--- config.mk ---
export PLATFORM = sky130hd
export DESIGN_NAME = fetch_queue_ctrl
export DESIGN_NICKNAME = d
export VERILOG_FILES = /design/src/rtl/fetch_queue_ctrl.sv
export SDC_FILE = /design/constraint.sdc
export NUM_CORES = 1
export LEC_CHECK = 0
export ABC_AREA = 0
export CELL_PAD_IN_SITES_DETAIL_PLACEMENT = 0
export CELL_PAD_IN_SITES_GLOBAL_PLACEMENT = 1
export CORE_ASPECT_RATIO = 1.2
export CORE_UTILIZATION = 50
export DETAILED_ROUTE_END_ITERATION = 16
export HOLD_SLACK_MARGIN = 0.12
export PLACE_DENSITY = 0.89
export SLEW_MARGIN = 0
export SYNTH_ARGS = -nofsm -noshare
export SYNTH_HDL_FRONTEND = slang
export SYNTH_SLANG_ARGS = --single-unit
--- constraint.sdc ---
create_clock -name clk -period 3.81 [get_ports clk]
set_clock_uncertainty 0.2 [all_clocks]
set_input_delay 0.5715 -clock clk [delete_from_list [all_inputs] [get_ports clk]]
set_output_delay 0.5715 -clock clk [all_outputs]
set_load 0.01 [all_outputs]
--- src/rtl/fetch_queue_ctrl.sv ---
// fetch_queue_ctrl
// ----------------
// Prefetch controller between a synchronous instruction ROM and the backend.
// It owns the fetch PC and issues ROM reads ahead of consumption. Returned
// words are buffered with their addresses in a DEPTH-entry circular queue.
// The queue head is presented to the backend, which pops it with deque_i.
// restart_i flushes the queue, drops any in-flight read and redirects the PC.
//
// Ports
//   clk                 rising-edge clock
//   reset_n_i           asynchronous active-low reset
//   deque_i             backend consumes the head entry this cycle
//   restart_i           flush queue and redirect fetch to restart_addr_i
//   restart_addr_i      redirect target address
//   instruction_data_o  head instruction word (registered storage)
//   instruction_addr_o  head instruction address (registered storage)
//   instruction_ready_o head entry valid
//   rom_en_o            ROM read strobe
//   rom_addr_o          ROM read address (current fetch PC)
//   rom_data_i          ROM read data, valid the cycle after rom_en_o
//   count_o             queue occupancy
module fetch_queue_ctrl #(
    parameter int I_WIDTH = 12,
    parameter int A_WIDTH = 8,
    parameter int DEPTH   = 4
) (
    input  logic                     clk,
    input  logic                     reset_n_i,
    input  logic                     deque_i,
    input  logic                     restart_i,
    input  logic [A_WIDTH-1:0]       restart_addr_i,
    output logic [I_WIDTH-1:0]       instruction_data_o,
    output logic [A_WIDTH-1:0]       instruction_addr_o,
    output logic                     instruction_ready_o,
    output logic                     rom_en_o,
    output logic [A_WIDTH-1:0]       rom_addr_o,
    input  logic [I_WIDTH-1:0]       rom_data_i,
    output logic [$clog2(DEPTH):0]   count_o
);

    localparam int PW = $clog2(DEPTH);
    localparam int CW = PW + 1;

    logic [A_WIDTH-1:0] pc_reg;
    logic [A_WIDTH-1:0] resp_addr_reg;
    logic               inflight_reg;
    logic [CW-1:0]      count_reg;
    logic [CW-1:0]      count_next;
    logic [PW-1:0]      head_reg;
    logic [PW-1:0]      tail_reg;

    logic [A_WIDTH-1:0] addr_mem [DEPTH];
    logic [I_WIDTH-1:0] data_mem [DEPTH];

    // One extra bit so count + inflight can reach DEPTH without wrapping.
    logic [CW:0] fill;
    logic        issue;
    logic        push;
    logic        pop;

    // Issue is gated by the registered occupancy only; a pop in the same
    // cycle is deliberately not credited, which keeps rom_en_o free of any
    // dependency on deque_i.
    always_comb begin
        fill  = {1'b0, count_reg} + {{CW{1'b0}}, inflight_reg};
        issue = reset_n_i & ~restart_i & (fill < (CW+1)'(DEPTH));
        push  = inflight_reg & ~restart_i;
        pop   = deque_i & (count_reg != '0) & ~restart_i;
    end

    always_comb begin
        count_next = count_reg;
        if (push && !pop) begin
            count_next = count_reg + 1'b1;
        end else if (pop && !push) begin
            count_next = count_reg - 1'b1;
        end
    end

    // Control state: PC, in-flight tracking, pointers, occupancy.
    always_ff @(posedge clk or negedge reset_n_i) begin
        if (!reset_n_i) begin
            pc_reg        <= '0;
            resp_addr_reg <= '0;
            inflight_reg  <= 1'b0;
            count_reg     <= '0;
            head_reg      <= '0;
            tail_reg      <= '0;
        end else if (restart_i) begin
            // Any response arriving next cycle belongs to the old stream.
            pc_reg       <= restart_addr_i;
            inflight_reg <= 1'b0;
            count_reg    <= '0;
            head_reg     <= '0;
            tail_reg     <= '0;
        end else begin
            inflight_reg <= issue;
            if (issue) begin
                resp_addr_reg <= pc_reg;
                pc_reg        <= pc_reg + 1'b1;
            end
            if (push) begin
                tail_reg <= tail_reg + 1'b1;
            end
            if (pop) begin
                head_reg <= head_reg + 1'b1;
            end
            count_reg <= count_next;
        end
    end

    // Queue storage: written at the tail when a response returns.
    always_ff @(posedge clk or negedge reset_n_i) begin
        if (!reset_n_i) begin
            for (int i = 0; i < DEPTH; i++) begin
                addr_mem[i] <= '0;
                data_mem[i] <= '0;
            end
        end else if (push) begin
            addr_mem[tail_reg] <= resp_addr_reg;
            data_mem[tail_reg] <= rom_data_i;
        end
    end

    assign rom_en_o            = issue;
    assign rom_addr_o          = pc_reg;
    assign instruction_ready_o = (count_reg != '0);
    assign instruction_data_o  = data_mem[head_reg];
    assign instruction_addr_o  = addr_mem[head_reg];
    assign count_o             = count_reg;

endmodule

-- Word-level counts from Yosys, hierarchy flattened
Index checks and enable logic that the tools add are counted.
- output and inout port bits: 33
- flip-flop bits (word level): 104
- word-level logic and storage cells: 65
- ROM bits: 0
- memories: 0
- RAM bits: 0
- latch bits: 0
- input port bits: 24
- eq/ne operators: 0
- add/subtract/negate cells: 6
- multiply operators: 0
- div/mod/pow operators: 0
- mux-type cells: 22
- order comparisons: 4
- shift operators: 0
- bitwise logic cells: 8
- reductions and logical operators: 11
- operators with widths (operator ; count):
    48-bit bitwise mux ; 1
    8-bit two-way mux ; 5
    12-bit two-way mux ; 3
    32-bit bitwise mux ; 1
    12-bit binary-select mux with 2-bit select ; 1
    12-bit demux with 2-bit select ; 1
    8-bit binary-select mux with 2-bit select ; 1
    8-bit demux with 2-bit select ; 1
    3-bit two-way mux ; 3
    8-bit by 1-bit adder with 8-bit output, second input constant ; 1
    2-bit two-way mux ; 4
    3-bit greater-or-equal comparator, second input constant ; 2
    2-bit inverter with 3-bit output ; 2
    2-bit nonzero test ; 3
    3-bit nonzero test ; 2
    1-bit AND ; 5
    2-bit by 1-bit adder with 2-bit output, second input constant ; 2
    3-bit by 1-bit adder with 4-bit output ; 1
    4-bit by 3-bit less-than comparator with 1-bit output, second input constant ; 1
    3-bit by 1-bit adder with 3-bit output, second input constant ; 1
    1-bit logical AND ; 3
    3-bit by 1-bit less-than comparator with 1-bit output, second input constant ; 1
    3-bit by 1-bit subtractor with 3-bit output, second input constant ; 1
    1-bit logical NOT ; 2
    other kinds (3) ; 3

-- Longest topological paths before layout
Gate-level depths: netlist (run 1).
- depth in word-level cells: 7
- mapped depth: 8
- depth with buffers taken out: 7

-- Least setup slack after synthesis (run 1)
OpenSTA, ideal clock, no wires.
- kind: input -> register
- from: in restart_i
- to: reg count_reg[2] (netlist: count_o[2])
- required time: 3.477 ns
- buffers on the path: 0
- stages: 7
- arrival: 1.739 ns
- path slack: 1.739 ns
- setup time: 0.133 ns
- path through: and2b_1 -> nor2b_1 -> fa_1 -> nand2b_1 -> o22ai_1 -> xnor2_1 -> nor2_1
- cells in the longest elaborated chain, start to end: 6
- elaborated cells on any way between the ends: 10
- RTL lines (what ; RTL line ; text):
    from (decl) ; 30 ; input logic restart_i,
    1-bit inverter (no source line) ; -- ;
    1-bit AND ; 68 ; pop = deque_i & (count_reg != '0) & ~restart_i;
    1-bit logical NOT ; 73 ; if (push && !pop) begin
    1-bit logical AND ; 73 ;
    3-bit two-way mux ; 73 ;
    3-bit two-way mux ; 89 ; end else if (restart_i) begin
    to (signal assigned) ; 108 ; count_reg <= count_next;
    to (decl) ; 47 ; logic [CW-1:0] count_reg;
Several ways; a longest one is shown, not always the timed one.
A chain may end at the register's enable or synchronous reset.

-- Worst setup path in the final report (run 1)
- from: in reset_n_i
- to: out rom_en_o
- cells in the longest elaborated chain, start to end: 2
- RTL lines (what ; RTL line ; text):
    from (decl) ; 28 ; input logic reset_n_i,
    1-bit AND (2 in series) ; 66 ; issue = reset_n_i & ~restart_i & (fill < (CW+1)'(DEPTH));
    to (decl) ; 35 ; output logic rom_en_o,
No other way between the ends.

==> results of run 1 <==
-- worst max path at each step --
stage | startpoint | to | slack (ps)
3_3_place_gp | restart_i | rom_en_o | 870
4_1_cts | reset_n_i | rom_en_o | 410
6_report | reset_n_i | rom_en_o | 460
2_1_floorplan | restart_i | count_o[2]$_DFFE_PN0P_ | 1740
5_1_grt | reset_n_i | rom_en_o | 280
3_5_place_dp | restart_i | rom_en_o | 840
-- layer usage --
metal  GRT usage  routed length (um)  vias to the layer above
li1            -                   -                     1298
met1       0.258                3920                     1459
met2       0.319                4330                       45
met3      0.0408                 223                       12
met4      0.0806                 166                        0
met5           0                   0                        -
-- layout make-up --
| cell class | count | area share |
|---|---|---|
| clock buffer | 11 | 0.0254 |
| clock inverter | 5 | 0.0101 |
| inverter | 8 | 0.00585 |
| multi-input combinational | 197 | 0.351 |
| sequential | 104 | 0.468 |
| tap | 120 | 0.0270 |
| timing repair buffer | 65 | 0.113 |
-- cell families (layout without fill, tap and decap cells) --
family	Yosys count	after routing
simple gates	64	64
mux	101	101
buf+inv	25	89
fa+ha+maj	6	6
xor+xnor	6	6
compound gates	20	20
flops	104	104
-- per-stage QoR --
stage	hold WS, ps	total power [W]	utilization	std cells
after floorplan	75.9	0.00245	-	326
after global placement	282	0.00300	0.589	493
after detailed placement	291	0.00306	0.589	493
after CTS	312	0.00375	0.612	510
after global routing	321	0.00394	0.612	510
final	309	0.00370	0.612	510
-- Yosys cell counts, drive strengths merged, types with 3 or more instances --
cell type	count	share of area
mux4	20	0.096
ha	5	0.013
xnor2	4	0.0075
nor2	10	0.0080
nand3	4	0.0080
inv	8	0.0069
nand2	37	0.030
nor3	3	0.0043
buf	15	0.022
dfrtp	104	0.55
a221o	3	0.0064
mux2	80	0.19
-- critical path, delay by kind of cell --
| family | cells | cell delay, ps |
|---|---|---|
| buffers and inverters | 4 | 1730 |
| AND/OR/NAND/NOR | 1 | 270 |
-- power breakdown --
group          leakage (nW)  internal [W]  total [W]  switching [W]
Combinational          1.08      0.000860    0.00139       0.000527
Sequential             1.36       0.00141    0.00163       0.000218
Clock                0.0993      0.000321   0.000684       0.000364
Total                  2.54       0.00259    0.00370        0.00111
==> flow_summary_export.csv, run 1 <==
group,metric,value,unit
drt,drt_iter0_drc,207,
power,peakVddDrop,361,uV
sta,tns,0,ps
drt,routed_via_density,5.52,
sta,timing.fmax,299,MHz
global_route,grt.total_usage,0.196,
clock_network,clock_path_buffers,2,
clock_network,cts_hold_buf,1,
clock_network,root_buffer,"clkbuf_8",
die,rows,38,
synthesis,ys.flop_type,"dfrtp_1",
placed_design,dp_hpwl,5480,um
power,powerDensity,665,nW/um2
die,die_h,108,um
placed_design,dpl_cell_area,5350,um2
clock_network,cts_tree,"done",
global_route,grt_pass1_vias,2995,
flow_run,drv_cap,0,
sta,rsz0062_at_grt,"false",
worst_hold_path,min_delay_path_depth,1,
synthesis,syn_nets,356,
clock_network,cts_resized,0,
finish,multi_input_area,1950,um2
finish,top_register,"data_mem",
setup_path,required,3040,ps
synthesis,syn-cell-area,4700,um2
synthesis,synth_cells,326,
setup_path,crit_slowest_cell,"clkdlybuf4s50_1",
synthesis,yosys.area_share.simple,0.0639,
synthesis,synth_top_family_by_area,"multiplexers",
die,core,9080,um2
finish,layout.nets,415,
drt,via_count,2814,
sta,worst_pin_slew,881,ps
setup_path,worstPathArrival,2580,ps
drt,dr.pass1.iters,4,
sta,setup_viol,0,
synthesis,syn_area_per_cell,14.4,um2
clock_network,cts_buffers,9,
synthesis,yosysSeqAreaShare,0.554,
status,status,"completed",
sta,slew_headroom,0.413,
finish,fillers,695,
clock_network,post-cts-setup-buffers,0,
clock_network,clock_latency,380,ps
drt,ant_nets,0,
setup_path,slowest_delay,570,ps
sta,finalCritPeriodShare,0.878,
setup_path,path_class,"input port to primary output",
synthesis,synthMuxAreaShare,0.290,
synthesis,yosysUniqueCellTypes,43,
synthesis,ys_ff_latch,104,
finish,regArea,2600,um2
worst_hold_path,whs_endpoint,"addr_mem[4]$_DFFE_PN0P_",
clock_network,clkTransAtPathRegs,90,ps
finish,final_cell_mix,"104 x dfrtp_1, 80 x mux2_2, 55 x clkdlybuf4s50_1",
finish,largest_register_ffs,48,
synthesis,synth-adder-area-share,0.0176,
placed_design,portBuffers,56,
drt,finalWirelength,8640,um
finish,layout_commonest_cell,"dfrtp_1",
sta,post-route-min-period,3350,ps
finish,drive_gt1_frac,0.331,
finish,syn_to_final_growth,18.4,%
setup_path,startpoint_type,"input port",
worst_hold_path,hold_path_class,"flop to flop",
drt,drc,0,
finish,reg_top3,"data_mem: 48 flops, addr_mem: 32 flops",
clock_network,clock_sinks,104,
global_route,grt_pass1_wl,14700,um
synthesis,yosys_warnings,0,
global_route,gr-total-overflow,0,
clock_network,htreeDepth,3,
setup_path,crit_path_end_kind,"primary output",
setup_path,rr_endpoint,"count_o[2]$_DFFE_PN0P_",
synthesis,synth-compound-area-share,0.0325,
placed_design,gp_congestion,0.734,
finish,diodes,0,
die,top_level_ports,57,
synthesis,async_flop_share,1.00,
die,die-area,9790,um2
global_route,grt_max_degree,73,
finish,fin_area,5560,um2
global_route,antenna_found_initial,0,
setup_path,worstRegToRegCells,7,
sta,timing.final.ws_setup,463,ps
sta,finalHoldViolations,0,
synthesis,synth_xor_area_frac,0.0112,
synthesis,synth_edf_count,0,
power,leakage,2.54,nW
setup_path,r2r_slack,1700,ps
worst_hold_path,worstHoldStart,"addr_mem[4]$_DFFE_PN0P_",
die,die_w,90.5,um
die,start_util,0.517,
sta,final_max_slew_viol_count,0,
setup_path,timing.rr.start,"inflight_reg$_DFF_PN0_",
setup_path,crit_chain,"dlygate4sd3_1, buf_4, nand3_4, inv_4, clkdlybuf4s50_1",
placed_design,preCtsSetupSlack,839,ps
drt,wire_per_inst,16.9,um
setup_path,worst-path-max-fanout,35,
(Power assumes the default switching activity.)
==> run 2, diff against run 1 <==
--- a/constraint.sdc
+++ b/constraint.sdc
@@ -3,3 +3,3 @@
 set_input_delay 0.5715 -clock clk [delete_from_list [all_inputs] [get_ports clk]]
 set_output_delay 0.5715 -clock clk [all_outputs]
-set_load 0.01 [all_outputs]
+set_load 0.05 [all_outputs]
==> run 2 against run 1 <==
Wire length increased by 0.22%; total power increased by 17%; critical path depth decreased by 2; die area unchanged; maximum frequency decreased by 2.8%; register-to-register slack about the same; utilization increased by 0.15 points; clock-buffer cell count increased by 2; via count decreased by 0.75%; critical path type is now flop to primary output; critical endpoint is now instruction_addr_o[0]; largest cell class unchanged.
==> flow_summary_export.csv, run 2 (synthesized netlist as in run 1, its figures left out) <==
group,metric,value,unit
status,status,"completed",
die,rows,38,
global_route,grt.total_usage,0.198,
setup_path,worstPathArrival,2670,ps
drt,wire_per_inst,17.0,um
placed_design,gp_congestion,0.729,
clock_network,cts_tree,"done",
power,peakVddDrop,484,uV
sta,finalCritPeriodShare,0.903,
die,die-area,9790,um2
finish,top_register,"data_mem",
placed_design,dpl_cell_area,5360,um2
setup_path,path_class,"flop to primary output",
sta,timing.final.ws_setup,368,ps
finish,layout_commonest_cell,"dfrtp_1",
clock_network,cts_buffers,9,
global_route,grt_pass1_wl,14900,um
sta,setup_viol,0,
global_route,gr-total-overflow,0,
placed_design,preCtsSetupSlack,731,ps
drt,drt_iter0_drc,112,
drt,routed_via_density,5.48,
finish,reg_top3,"data_mem: 48 flops, addr_mem: 32 flops",
sta,tns,0,ps
finish,fin_area,5570,um2
setup_path,required,3040,ps
clock_network,clock_sinks,104,
clock_network,clock_latency,370,ps
drt,wl_met1,3940,um
drt,via_count,2793,
setup_path,worst-path-max-fanout,9,
finish,largest_register_ffs,48,
power,powerDensity,777,nW/um2
sta,slew_headroom,0.367,
finish,fillers,722,
sta,final_max_slew_viol_count,0,
finish,final_cell_mix,"104 x dfrtp_1, 80 x mux2_2, 54 x clkdlybuf4s50_1",
sta,rsz0062_at_grt,"false",
placed_design,dp_hpwl,5830,um
global_route,grt_max_degree,79,
power,leakage,2.55,nW
flow_run,drv_cap,0,
sta,worst_pin_slew,949,ps
setup_path,crit_path_end_kind,"primary output",
clock_network,htreeDepth,3,
clock_network,clkTransAtPathRegs,90,ps
die,start_util,0.517,
sta,timing.fmax,291,MHz
clock_network,root_buffer,"clkbuf_8",
finish,syn_to_final_growth,18.7,%
drt,met2RoutedLength,4340,um
die,top_level_ports,57,
drt,finalWirelength,8660,um
finish,utilization,0.614,
setup_path,crit_chain,"buf_4, mux4_2, clkdlybuf4s50_1",
sta,finalHoldViolations,0,
setup_path,startpoint_type,"flop",
drt,drc,0,
drt,ant_nets,0,
die,core,9080,um2
setup_path,crit_slowest_cell,"clkdlybuf4s50_1",
clock_network,cts_resized,0,
drt,wl_met3,179,um
global_route,antenna_found_initial,0,
setup_path,slowest_delay,720,ps
drt,dr.pass1.iters,4,
worst_hold_path,hold_path_class,"flop to flop",
die,die_w,90.5,um
die,die_h,108,um
placed_design,portBuffers,56,
finish,drive_gt1_frac,0.333,
global_route,grt_pass1_vias,2997,
clock_network,clock_path_buffers,2,
sta,post-route-min-period,3440,ps
finish,layout.nets,416,
finish,diodes,0,
drt,top_layer_used,"met4",
[run 2: cell count changes in the layout (fill, tap and decap cells not counted), sizes merged]
cell	before	now
buf	9	11
clkbuf	11	13
clkinv	3	0
clkdlybuf4s50	55	54
[run 2: routing by layer]
metal	GRT usage	vias to the layer above
li1	-	1291
met1	0.259	1449
met2	0.330	42
met3	0.0232	11
met4	0.0979	0
met5	0	-
[run 2: timing repair]
action	CTS	global route
buffers inserted	0	0
hold buffers	1	0
endpoints found under the hold margin	26	0
setup endpoints to repair	0	0
[run 2: where the power goes]
| group | leakage (nW) | switching, W | total, W | internal [W] |
|---|---|---|---|---|
| clock network | 0.102 | 0.000359 | 0.000713 | 0.000355 |
| registers | 1.36 | 0.000244 | 0.00165 | 0.00141 |
| logic | 1.09 | 0.00110 | 0.00197 | 0.000861 |
[run 2: worst paths after layout]
path	slack, ps	start	to	depth (start not counted)
max reg2reg	1710	inflight_reg$_DFF_PN0_	count_o[2]$_DFFE_PN0P_	7
min	310	data_mem[20]$_DFFE_PN0P_	data_mem[20]$_DFFE_PN0P_	1
min in group asynchronous	460	reset_n_i	inflight_reg$_DFF_PN0_	2
min reg2reg	310	data_mem[20]$_DFFE_PN0P_	data_mem[20]$_DFFE_PN0P_	1
max	370	head_reg[0]$_DFFE_PN0P_	instruction_addr_o[0]	3
max in group asynchronous	1660	reset_n_i	data_mem[37]$_DFFE_PN0P_	3
[run 2: stage by stage]
stage	std cells	hold WS (ps)	power, W
after global routing	510	327	0.00456
after detailed placement	494	288	0.00366
after CTS	510	310	0.00438
final	510	305	0.00433
after global placement	494	282	0.00362
after floorplan	326	75.9	0.00306
[run 2: critical path: cells and delay by family (launching register included)]
kind                   cells  cell delay, ps
DFF                        1             710
muxes                      1             540
buffers and inverters      2            1040
[run 2: final cells by class]
cell class                      instances  area [um2]  share of cell area
Inverter                                8        32.5             0.00584
Timing Repair Buffer                   66         633               0.114
Tap cell                              120         150              0.0269
Clock buffer                           13         169              0.0303
Sequential cell                       104        2600               0.467
Clock inverter                          2        37.5             0.00673
Multi-Input combinational cell        197        1950               0.350
